`src/rtl/pll_pkg.sv`:
```
// Shared constants for the ring-oscillator PLL loop controller.
package pll_pkg;
  localparam int DIV_W    = 5;
  localparam int CNT_W    = 6;
  localparam int TVAL_W   = 7;
  localparam int TRIM_W   = 26;
  localparam int TVAL_MAX = 127;
  localparam int CNT_MAX  = 63;
endpackage

```
`src/rtl/pll_controller_osc_edge_sync.sv`:
```
// Brings the free-running oscillator into the reference clock domain and
// emits a registered one-cycle pulse per rising edge.
module osc_edge_sync (
  input  logic clock,
  input  logic reset,
  input  logic osc,
  output logic edge_pulse
);

  logic meta_q, meta_d;
  logic sync_q, sync_d;
  logic sync_prev_q, sync_prev_d;
  logic edge_q, edge_d;

  always_comb begin
    meta_d      = osc;
    sync_d      = meta_q;
    sync_prev_d = sync_q;
    edge_d      = sync_q & ~sync_prev_q;
  end

  always_ff @(posedge clock) begin
    if (reset) begin
      meta_q      <= 1'b0;
      sync_q      <= 1'b0;
      sync_prev_q <= 1'b0;
      edge_q      <= 1'b0;
    end else begin
      meta_q      <= meta_d;
      sync_q      <= sync_d;
      sync_prev_q <= sync_prev_d;
      edge_q      <= edge_d;
    end
  end

  assign edge_pulse = edge_q;

endmodule

```
`src/rtl/pll_controller.sv`:
```
// Measures the oscillator period in reference clocks, nudges the trim
// accumulator toward the target ratio and drives a thermometer trim bus.
module pll_controller #(
  parameter int DIV_W  = pll_pkg::DIV_W,
  parameter int CNT_W  = pll_pkg::CNT_W,
  parameter int TVAL_W = pll_pkg::TVAL_W,
  parameter int TRIM_W = pll_pkg::TRIM_W
) (
  input  logic              clock,
  input  logic              reset,
  input  logic              osc,
  input  logic [DIV_W-1:0]  div,
  output logic [TRIM_W-1:0] trim
);

  localparam int TINT_W = TVAL_W - 2;
  localparam logic [CNT_W-1:0]  CNT_SAT  = '1;
  localparam logic [TVAL_W-1:0] TVAL_SAT = '1;

  logic              edge_pulse;
  logic [CNT_W-1:0]  cnt_q, cnt_d;
  logic [CNT_W:0]    period_q, period_d;
  logic              valid_q, valid_d;
  logic [TVAL_W-1:0] tval, tval_d;
  logic [TRIM_W-1:0] trim_q, trim_d;
  logic [CNT_W:0]    meas;
  logic [CNT_W:0]    div_ext;
  logic [TINT_W-1:0] tint;

  osc_edge_sync u_sync (
    .clock      (clock),
    .reset      (reset),
    .osc        (osc),
    .edge_pulse (edge_pulse)
  );

  // One extra bit so a saturated count of 63 still reads as 64 clocks.
  assign meas    = {1'b0, cnt_q} + 1'b1;
  assign div_ext = {{(CNT_W + 1 - DIV_W){1'b0}}, div};
  assign tint    = tval[TVAL_W-1:2];

  always_comb begin
    cnt_d    = (cnt_q == CNT_SAT) ? cnt_q : cnt_q + 1'b1;
    period_d = period_q;
    valid_d  = valid_q;
    tval_d   = tval;
    if (edge_pulse) begin
      cnt_d    = '0;
      period_d = meas;
      valid_d  = 1'b1;
      // div of zero parks the loop; the first edge only opens a window.
      if (valid_q && (div != '0)) begin
        if ((meas > div_ext) && (tval != TVAL_SAT)) begin
          tval_d = tval + 1'b1;
        end else if ((meas < div_ext) && (tval != '0)) begin
          tval_d = tval - 1'b1;
        end
      end
    end
  end

  generate
    for (genvar gi = 0; gi < TRIM_W; gi++) begin : g_therm
      assign trim_d[gi] = (32'(tint) > gi);
    end
  endgenerate

  always_ff @(posedge clock) begin
    if (reset) begin
      cnt_q    <= '0;
      period_q <= '0;
      valid_q  <= 1'b0;
      tval     <= '0;
      trim_q   <= '0;
    end else begin
      cnt_q    <= cnt_d;
      period_q <= period_d;
      valid_q  <= valid_d;
      tval     <= tval_d;
      trim_q   <= trim_d;
    end
  end

  assign trim = trim_q;

endmodule

```
`config.mk`:
```
export PLATFORM = sky130hd
export DESIGN_NAME = pll_controller
export DESIGN_NICKNAME = d
export VERILOG_FILES = /design/src/rtl/pll_pkg.sv /design/src/rtl/pll_controller_osc_edge_sync.sv /design/src/rtl/pll_controller.sv
export SDC_FILE = /design/constraint.sdc
export NUM_CORES = 1
export LEC_CHECK = 0
export CORE_ASPECT_RATIO = 0.5
export CORE_MARGIN = 3
export CORE_UTILIZATION = 40
export CTS_CLUSTER_DIAMETER = 200
export DETAILED_ROUTE_END_ITERATION = 16
export DONT_BUFFER_PORTS = 1
export GPL_TIMING_DRIVEN = 1
export PLACE_DENSITY = 0.58
export SYNTH_ARGS = -nofsm -noshare
export SYNTH_HDL_FRONTEND = slang
export SYNTH_SLANG_ARGS = --single-unit
export TNS_END_PERCENT = 1
```
`constraint.sdc`:
```
create_clock -name clock -period 9.4 [get_ports clock]
set_clock_uncertainty 0.1 [all_clocks]
set_input_delay 1.41 -clock clock [delete_from_list [all_inputs] [get_ports clock]]
set_output_delay 1.41 -clock clock [all_outputs]
set_load 0.03 [all_outputs]
```
==> impl_results.html, run 1 <==
<table>
<tr><th>Metric</th><th>Value</th></tr>
<tr><th colspan="2">Run status</th></tr>
<tr><td>Result of the run</td><td>complete, no violations</td></tr>
<tr><th colspan="2">Timing</th></tr>
<tr><td>Fin crit share</td><td>between 40% and 50%</td></tr>
<tr><td>Number of failing setup endpoints in the final timing report</td><td>0</td></tr>
<tr><td>Clock period minus final worst setup slack</td><td>4240 ps</td></tr>
<tr><td>Highest clock rate</td><td>236 MHz</td></tr>
<tr><td>Number of max-slew violations in the final report</td><td>0</td></tr>
<tr><td>Unrepaired setup endpoints after global routing</td><td>false</td></tr>
<tr><td>Worst-Margin Slew</td><td>740 ps</td></tr>
<tr><td>Final hold violation count</td><td>0</td></tr>
<tr><td>Summed negative setup slack over all endpoints</td><td>0 ps</td></tr>
<tr><td>Relative slew margins</td><td>50.6%</td></tr>
<tr><th colspan="2">Detailed routing</th></tr>
<tr><td>Initial DRC Count</td><td>between 60 and 70</td></tr>
<tr><td>Remaining antenna violation count after routing</td><td>0</td></tr>
<tr><td>DRC errors left</td><td>0</td></tr>
<tr><td>Total vias in the final route</td><td>1,493</td></tr>
<tr><td>Final WL</td><td>3.94 mm</td></tr>
<tr><td>1st-pass router iterations</td><td>4</td></tr>
<tr><td>WL/cell</td><td>between 10 and 15 um</td></tr>
<tr><td>Detail-routed via count per cell</td><td>5.33</td></tr>
<tr><th colspan="2">Layout</th></tr>
<tr><td>Sequential Area</td><td>between 800 and 900 um^2</td></tr>
<tr><td>FILL cells</td><td>459</td></tr>
<tr><td>Fraction of layout instances using a drive strength above 1</td><td>9.35%</td></tr>
<tr><td>Leading cell types in the layout, fill and taps excluded</td><td>dfxtp_1 (44), a21oi_1 (29), nor2_1 (24), inv_1 (14), ha_1 (11)</td></tr>
<tr><td>Area Growth Syn to Fin</td><td>7.44%</td></tr>
<tr><td>Most common library cell in the layout ignoring fill and taps</td><td>dfxtp_1</td></tr>
<tr><td>Area used by multi-input combinational logic</td><td>slightly below 1000 um^2</td></tr>
<tr><td>Final instance count without filler cells</td><td>280</td></tr>
<tr><td>Antenna diode count</td><td>0</td></tr>
<tr><td>Post-layout nets</td><td>233</td></tr>
<tr><th colspan="2">Power and ir drop</th></tr>
<tr><td>Leakage power of the design</td><td>0.861 nW</td></tr>
<tr><td>Switching Share</td><td>22.2%</td></tr>
<tr><td>Proportion of power drawn by combinational gates</td><td>5.5%</td></tr>
<tr><td>Reg power frac</td><td>53.5%</td></tr>
<tr><td>Total net switching power</td><td>0.0788 mW</td></tr>
<tr><td>Cell area power density</td><td>approximately 170 nW/um^2</td></tr>
<tr><td>Clock network fraction of total power</td><td>41.0%</td></tr>
<tr><td>Internal portion of total power</td><td>0.277 mW</td></tr>
<tr><td>IR drop worst, VDD</td><td>0.0000907 V</td></tr>
<tr><th colspan="2">Global routing</th></tr>
<tr><td>Antenna violations before repair</td><td>0</td></tr>
<tr><td>Wire length of the first global-routing pass</td><td>around 6.7 mm</td></tr>
<tr><td>Global Route Usage Sum</td><td>14.1%</td></tr>
<tr><td>Total gr overflow</td><td>0</td></tr>
<tr><td>Number of global-route vias before repair</td><td>1,429</td></tr>
<tr><td>Largest net degree at the start of global routing</td><td>26</td></tr>
<tr><th colspan="2">Synthesis</th></tr>
<tr><td>Part of the Yosys area used for sequential elements</td><td>44.8%</td></tr>
<tr><td>Total standard cell area after synthesis</td><td>1970 um^2</td></tr>
<tr><td>Top cell type's share of synthesized area</td><td>44.8%</td></tr>
<tr><td>Synth Flop Type</td><td>dfxtp_1</td></tr>
<tr><td>Synth Net Count</td><td>236</td></tr>
<tr><td>Synth Instances</td><td>roughly 220</td></tr>
<tr><td>Netlist cell types</td><td>45</td></tr>
<tr><td>Number of warnings reported in the yosys synthesis log</td><td>0</td></tr>
<tr><td>Top cells by area in the synthesized netlist</td><td>dfxtp_1 (45%), a21oi_1 (7.4%), ha_1 (7.0%)</td></tr>
<tr><td>Number of enable flip-flop cells after synthesis</td><td>0</td></tr>
<tr><td>Largest area contributor in the synthesized netlist</td><td>dfxtp_1</td></tr>
<tr><td>Async set-reset flop share out of synthesis</td><td>0%</td></tr>
<tr><td>Register bit total from synthesis</td><td>44</td></tr>
<tr><td>Mapped Avg Cell Area</td><td>a little over 9 um^2</td></tr>
<tr><th colspan="2">Floorplan</th></tr>
<tr><td>Core Box Area</td><td>roughly 4600 um^2</td></tr>
<tr><td>Ports</td><td>34</td></tr>
<tr><td>Die footprint</td><td>5850 um^2</td></tr>
<tr><td>Number of rows created at floorplan</td><td>17</td></tr>
<tr><td>Initial core utilization</td><td>43.0%</td></tr>
<tr><td>Die Width</td><td>~110 um</td></tr>
<tr><td>Vert. Die Dim</td><td>55.6 um</td></tr>
<tr><th colspan="2">Setup path</th></tr>
<tr><td>CP Max Fanout</td><td>8</td></tr>
<tr><td>Minimum setup slack among reg-to-reg paths</td><td>5160 ps</td></tr>
<tr><td>Critical path startpoint category</td><td>register</td></tr>
<tr><td>Critical path required time</td><td>9460 ps</td></tr>
<tr><td>Arrival @ worst endpoint</td><td>around 4300 ps</td></tr>
<tr><td>Worst Setup Path Type</td><td>register to register</td></tr>
<tr><td>Critical Path End Type</td><td>register</td></tr>
<tr><td>Worst reg-to-reg path cell count</td><td>15</td></tr>
<tr><th colspan="2">CTS</th></tr>
<tr><td>Clock tree from TritonCTS</td><td>done</td></tr>
<tr><td>Number of buffers on the longest clock path</td><td>2</td></tr>
<tr><td>Cts bufs inserted</td><td>5</td></tr>
<tr><td>Register clock-pin slew on the reported worst setup and hold paths</td><td>90 ps</td></tr>
<tr><td>Post-CTS Hold Fix Bufs</td><td>0</td></tr>
<tr><td>Number of buffers inserted by post-CTS setup repair</td><td>0</td></tr>
<tr><td>CTS resizes</td><td>0</td></tr>
<tr><td>TritonCTS Sinks</td><td>44</td></tr>
<tr><td>CTS HTree Levels</td><td>2</td></tr>
<tr><td>Root cell of the clock tree</td><td>clkbuf_8</td></tr>
<tr><td>Worst-skew pair later-pin latency</td><td>290 ps</td></tr>
<tr><th colspan="2">Run</th></tr>
<tr><td>Max_cap viols</td><td>0</td></tr>
<tr><th colspan="2">Place</th></tr>
<tr><td>Final HPWL from detailed placement</td><td>between 2 and 3 mm</td></tr>
<tr><td>I/O Buffers</td><td>0</td></tr>
<tr><td>Placed Cells incl. Taps</td><td>272</td></tr>
<tr><td>Final Wtd Congestion</td><td>between 0.8 and 0.9</td></tr>
<tr><th colspan="2">Worst hold path</th></tr>
<tr><td>Hold Path Cell Cnt</td><td>1</td></tr>
<tr><td>Class of the worst hold path</td><td>register to register</td></tr>
</table>
==> registers in the layout (all words and copies together) (netlist names) <==
register            count
u_sync.sync_prev_d      1
cnt_q                   6
u_sync.meta_q           1
u_sync.edge_pulse       1
valid_q                 1
trim                   26
tval                    7
u_sync.sync_prev_q      1
==> per-layer routing <==
metal	track usage, %	vias to the layer above	wire length (um)
met4	2.43	0	12
met2	21.4	37	1690
li1	-	746	-
met3	5.91	2	305
met1	19.1	708	1930
met5	0	-	0
==> critical path, cell delays in order, from the launching register on <==
cell and delay, ps:
dfxtp_1 450, ha_1 300, nand3_1 130, xnor2_1 240
inv_1 70, ha_1 290, nand3_1 120, o221ai_2 360
o221ai_1 450, fa_1 560, a211oi_1 290, o21bai_1 110
a21oi_1 280, nor2_1 70, mux2i_1 140, o2111ai_1 120
==> stage by stage <==
step                      power (mW)  worst slack (ps)  util (%)  hold WS, ps  instance area [um^2]
after detailed placement       0.214              4940      43.7          288                  2000
after floorplan                0.212              5310         -          267                  1970
after global placement         0.213              5040      43.7          278                  2000
final                          0.356              5160      46.2          295                  2110
after global routing           0.370              4770      46.2          308                  2110
after CTS                      0.360              5180      46.2          299                  2110
==> cells by family after synthesis <==
| family | Yosys count | synth area share, % |
|---|---|---|
| compound gates | 58 | 19.3 |
| xor+xnor | 6 | 2.67 |
| fa+ha+maj | 12 | 8.01 |
| buf+inv | 26 | 5.85 |
| flops | 44 | 44.8 |
| mux | 2 | 1.02 |
| simple gates | 68 | 18.4 |
==> power groups by stage <==
stage                     Clock [mW]  Sequential (mW)  Combinational (mW)
after floorplan                    0            0.194              0.0181
after global placement             0            0.195              0.0190
after detailed placement           0            0.195              0.0196
after CTS                      0.150            0.190              0.0197
after global routing           0.157            0.191              0.0222
final                          0.146            0.190              0.0197
==> cell usage after synthesis (3+ instances only) <==
cell      instances
dfxtp_1          44
a21oi_1          29
nor2_1           24
inv_1            14
ha_1             11
nand3_1           9
clkbuf_1          7
nand2_1           7
o21ai_0           6
nor2b_1           5
o21ai_1           5
xnor2_1           5
nor3_1            4
nand2b_1          3
o21a_1            3
or2_2             3
==> final timing paths <==
kind	start	end
max	cnt_q[0]$_SDFFE_PP0P_	tval[6]$_SDFFE_PP0P_
min	u_sync.sync_prev_q$_SDFF_PP0_	u_sync.edge_pulse$_SDFF_PP0_
max reg2reg	cnt_q[0]$_SDFFE_PP0P_	tval[6]$_SDFFE_PP0P_
min reg2reg	u_sync.sync_prev_q$_SDFF_PP0_	u_sync.edge_pulse$_SDFF_PP0_
==> cell type report <==
class                   count  area share, %
clock buffers               5           3.25
clock inverters             3           2.25
inverters                  16           2.96
multi-input cells         146           46.0
flip-flops and latches     44           41.7
well taps                  66           3.91
(Power assumes the default switching activity.)
==> run 2: changes to the inputs <==
--- a/config.mk
+++ b/config.mk
@@ -12,7 +12,7 @@
 export DETAILED_ROUTE_END_ITERATION = 16
 export DONT_BUFFER_PORTS = 1
 export GPL_TIMING_DRIVEN = 1
-export PLACE_DENSITY = 0.58
+export PLACE_DENSITY = 0.6
 export SYNTH_ARGS = -nofsm -noshare
 export SYNTH_HDL_FRONTEND = slang
 export SYNTH_SLANG_ARGS = --single-unit
==> constraint.sdc (replaced) <==
create_clock -name clock -period 3.5 [get_ports clock]
set_clock_uncertainty 0.1 [all_clocks]
set_input_delay 0.525 -clock clock [delete_from_list [all_inputs] [get_ports clock]]
set_output_delay 0.525 -clock clock [all_outputs]
set_load 0.03 [all_outputs]
==> impl_results.html, run 2 (synthesis gave the netlist of run 1 again) <==
<table>
<tr><th>Metric</th><th>Value</th></tr>
<tr><th colspan="2">Global routing</th></tr>
<tr><td>Global Route Usage Sum</td><td>15.2% (+1.0 points)</td></tr>
<tr><td>Largest net degree at the start of global routing</td><td>26 (unchanged)</td></tr>
<tr><td>Antenna violations before repair</td><td>0 (unchanged)</td></tr>
<tr><td>Total gr overflow</td><td>0 (unchanged)</td></tr>
<tr><td>Wire length of the first global-routing pass</td><td>7.11 mm (+6.6%)</td></tr>
<tr><td>Number of global-route vias before repair</td><td>1,416 (-0.91%)</td></tr>
<tr><th colspan="2">Timing</th></tr>
<tr><td>Worst-Margin Slew</td><td>577 ps (-163 ps)</td></tr>
<tr><td>Highest clock rate</td><td>303 MHz (+29%)</td></tr>
<tr><td>Number of max-slew violations in the final report</td><td>0 (unchanged)</td></tr>
<tr><td>Clock period minus final worst setup slack</td><td>3300 ps (-940 ps)</td></tr>
<tr><td>Worst slack on hold paths</td><td>189 ps (-106 ps)</td></tr>
<tr><td>Final hold violation count</td><td>0 (unchanged)</td></tr>
<tr><td>Relative slew margins</td><td>61.5% (+11 points)</td></tr>
<tr><td>Fin crit share</td><td>94.2% (+49 points)</td></tr>
<tr><td>Number of failing setup endpoints in the final timing report</td><td>0 (unchanged)</td></tr>
<tr><th colspan="2">Power and ir drop</th></tr>
<tr><td>Clock network fraction of total power</td><td>40.2% (-0.8 points)</td></tr>
<tr><td>Switching Share</td><td>22.6% (+0.40 points)</td></tr>
<tr><td>Reg power frac</td><td>52.0% (-1.5 points)</td></tr>
<tr><td>Internal portion of total power</td><td>0.758 mW (+170%)</td></tr>
<tr><td>Total net switching power</td><td>0.221 mW (+180%)</td></tr>
<tr><td>Proportion of power drawn by combinational gates</td><td>7.8% (+2.3 points)</td></tr>
<tr><td>Power Total</td><td>0.979 mW (+180%)</td></tr>
<tr><td>IR drop worst, VDD</td><td>0.000224 V (+150%)</td></tr>
<tr><td>Leakage power of the design</td><td>0.913 nW (+6.1%)</td></tr>
<tr><td>Cell area power density</td><td>426 nW/um^2 (+150%)</td></tr>
<tr><th colspan="2">Setup path</th></tr>
<tr><td>CP Max Fanout</td><td>5 (-3)</td></tr>
<tr><td>Worst Setup Path Type</td><td>register to register</td></tr>
<tr><td>Arrival @ worst endpoint</td><td>3430 ps (-860 ps)</td></tr>
<tr><td>Critical path required time</td><td>3640 ps (-5820 ps)</td></tr>
<tr><td>Critical path startpoint category</td><td>register</td></tr>
<tr><td>Critical Path End Type</td><td>register</td></tr>
<tr><th colspan="2">Layout</th></tr>
<tr><td>Leading cell types in the layout, fill and taps excluded</td><td>dfxtp_1 (42), a21oi_1 (26), nor2_1 (24), inv_1 (13)</td></tr>
<tr><td>Post-layout util</td><td>50.2% (+4.0 points)</td></tr>
<tr><td>Area Growth Syn to Fin</td><td>16.7%</td></tr>
<tr><td>Fraction of layout instances using a drive strength above 1</td><td>20.7% (+11 points)</td></tr>
<tr><td>Sequential Area</td><td>883 um^2 (+0.28%)</td></tr>
<tr><td>Area used by multi-input combinational logic</td><td>1090 um^2 (+12%)</td></tr>
<tr><td>Most common library cell in the layout ignoring fill and taps</td><td>dfxtp_1</td></tr>
<tr><td>Number of flip-flops under the largest register name</td><td>26 (unchanged)</td></tr>
<tr><td>Final instance count without filler cells</td><td>288 (+2.9%)</td></tr>
<tr><td>Antenna diode count</td><td>0 (unchanged)</td></tr>
<tr><td>Post-layout nets</td><td>241 (+3.4%)</td></tr>
<tr><td>FILL cells</td><td>437 (-4.8%)</td></tr>
<tr><th colspan="2">Place</th></tr>
<tr><td>Placed Cells incl. Taps</td><td>279 (+2.6%)</td></tr>
<tr><td>Final HPWL from detailed placement</td><td>2.94 mm (+4.3%)</td></tr>
<tr><td>Final Wtd Congestion</td><td>0.783 (-2.8%)</td></tr>
<tr><td>I/O Buffers</td><td>0 (unchanged)</td></tr>
<tr><th colspan="2">CTS</th></tr>
<tr><td>Number of buffers on the longest clock path</td><td>2 (unchanged)</td></tr>
<tr><td>TritonCTS Sinks</td><td>44 (unchanged)</td></tr>
<tr><td>Root cell of the clock tree</td><td>clkbuf_8</td></tr>
<tr><td>Clock tree from TritonCTS</td><td>done</td></tr>
<tr><td>Post-CTS Hold Fix Bufs</td><td>0 (unchanged)</td></tr>
<tr><td>Worst-skew pair later-pin latency</td><td>290 ps (about the same)</td></tr>
<tr><td>Cts bufs inserted</td><td>5 (unchanged)</td></tr>
<tr><td>CTS HTree Levels</td><td>2 (unchanged)</td></tr>
<tr><td>Register clock-pin slew on the reported worst setup and hold paths</td><td>90 ps (about the same)</td></tr>
<tr><th colspan="2">Floorplan</th></tr>
<tr><td>Die Width</td><td>105 um (unchanged)</td></tr>
<tr><td>Die footprint</td><td>5850 um^2 (unchanged)</td></tr>
<tr><td>Number of rows created at floorplan</td><td>17 (unchanged)</td></tr>
<tr><td>Vert. Die Dim</td><td>55.6 um (unchanged)</td></tr>
<tr><td>Ports</td><td>34 (unchanged)</td></tr>
<tr><td>Initial core utilization</td><td>43.0% (unchanged)</td></tr>
<tr><td>Core Box Area</td><td>4570 um^2 (unchanged)</td></tr>
<tr><th colspan="2">Run</th></tr>
<tr><td>Max_cap viols</td><td>0 (unchanged)</td></tr>
<tr><th colspan="2">Detailed routing</th></tr>
<tr><td>Final WL</td><td>4.25 mm (+8.0%)</td></tr>
<tr><td>WL/cell</td><td>14.8 um (+5.0%)</td></tr>
<tr><td>Remaining antenna violation count after routing</td><td>0 (unchanged)</td></tr>
<tr><td>Detail-routed via count per cell</td><td>5.25 (-1.5%)</td></tr>
<tr><td>Initial DRC Count</td><td>53 (-13%)</td></tr>
<tr><td>DRC errors left</td><td>0 (unchanged)</td></tr>
<tr><td>1st-pass router iterations</td><td>4 (unchanged)</td></tr>
<tr><td>Total vias in the final route</td><td>1,512 (+1.3%)</td></tr>
<tr><th colspan="2">Worst hold path</th></tr>
<tr><td>Class of the worst hold path</td><td>input pin to register</td></tr>
<tr><th colspan="2">Run status</th></tr>
<tr><td>Result of the run</td><td>complete, no violations</td></tr>
</table>
[run 2: changes by cell type in the layout (fill, tap and decap cells not counted), moves of 2 or more]
cell / previous run / this run
a21oi_1: 29 / 26
a21oi_2: 0 / 3
buf_4: 0 / 7
dfxtp_1: 44 / 42
dfxtp_2: 0 / 2
ha_1: 11 / 7
ha_4: 0 / 3
nand3_1: 9 / 7
nand3_2: 0 / 2
o221ai_4: 0 / 2
[run 2: final cells by class]
cell class | instances | area share, %
clock buffer | 5 | 3.00
clock inverter | 3 | 2.07
inverter | 16 | 2.72
multi-input combinational | 146 | 47.4
sequential | 44 | 38.5
tap | 66 | 3.59
timing repair buffer | 8 | 2.78
[run 2: through the flow]
step / instance area, um^2 / worst slack, ps / TNS (ps)
after floorplan: 1990 / 33.1 / 0
after global placement: 2070 / 59.3 / 0
after detailed placement: 2070 / 50.4 / 0
after CTS: 2180 / 30.0 / 0
after global routing: 2300 / -48.6 / -91.4
final: 2300 / 202 / 0
[run 2: path summary, 6_finish.rpt]
path / cells past startpoint / slack, ps / from / endpoint
setup / recovery: 15 / 200 / cnt_q[0]$_SDFFE_PP0P_ / tval[5]$_SDFFE_PP0P_
hold / removal: 1 / 190 / reset / tval[5]$_SDFFE_PP0P_
setup reg to reg: 15 / 200 / cnt_q[0]$_SDFFE_PP0P_ / tval[5]$_SDFFE_PP0P_
hold reg to reg: 1 / 290 / u_sync.sync_prev_q$_SDFF_PP0_ / u_sync.edge_pulse$_SDFF_PP0_
[run 2: per-layer routing]
metal | wire length (um) | up-vias | track usage [%]
li1 | - | 752 | -
met1 | 2030 | 715 | 20.8
met2 | 1910 | 39 | 22.7
met3 | 253 | 6 | 5.21
met4 | 53 | 0 | 4.11
met5 | 0 | - | 0
[run 2: power groups by stage]
| stage | clock [mW] | combinational (mW) | sequential (mW) |
|---|---|---|---|
| floorplan | 0 | 0.0512 | 0.521 |
| finish | 0.394 | 0.0759 | 0.509 |
| global placement | 0 | 0.0635 | 0.520 |
| global route | 0.431 | 0.0852 | 0.510 |
| detailed placement | 0 | 0.0655 | 0.520 |
| CTS | 0.402 | 0.0657 | 0.509 |
[run 2: repair_timing]
item / CTS / global route
setup buffers: 0 / 1
gates resized for setup: 0 / 20
setup endpoints to repair: 0 / 2
[run 2: worst max-delay path: stages (launching register included)]
cell and delay [ps]:
dfxtp_2 330, ha_2 180, buf_4 140, xnor2_1 170, inv_1 80, ha_1 290, nand3_2 100, or2_4 260
o221ai_4 300, ha_1 290, a21o_1 170, a21oi_1 310, o211ai_1 140, o2111ai_1 120, nand3_1 110, a21oi_2 150
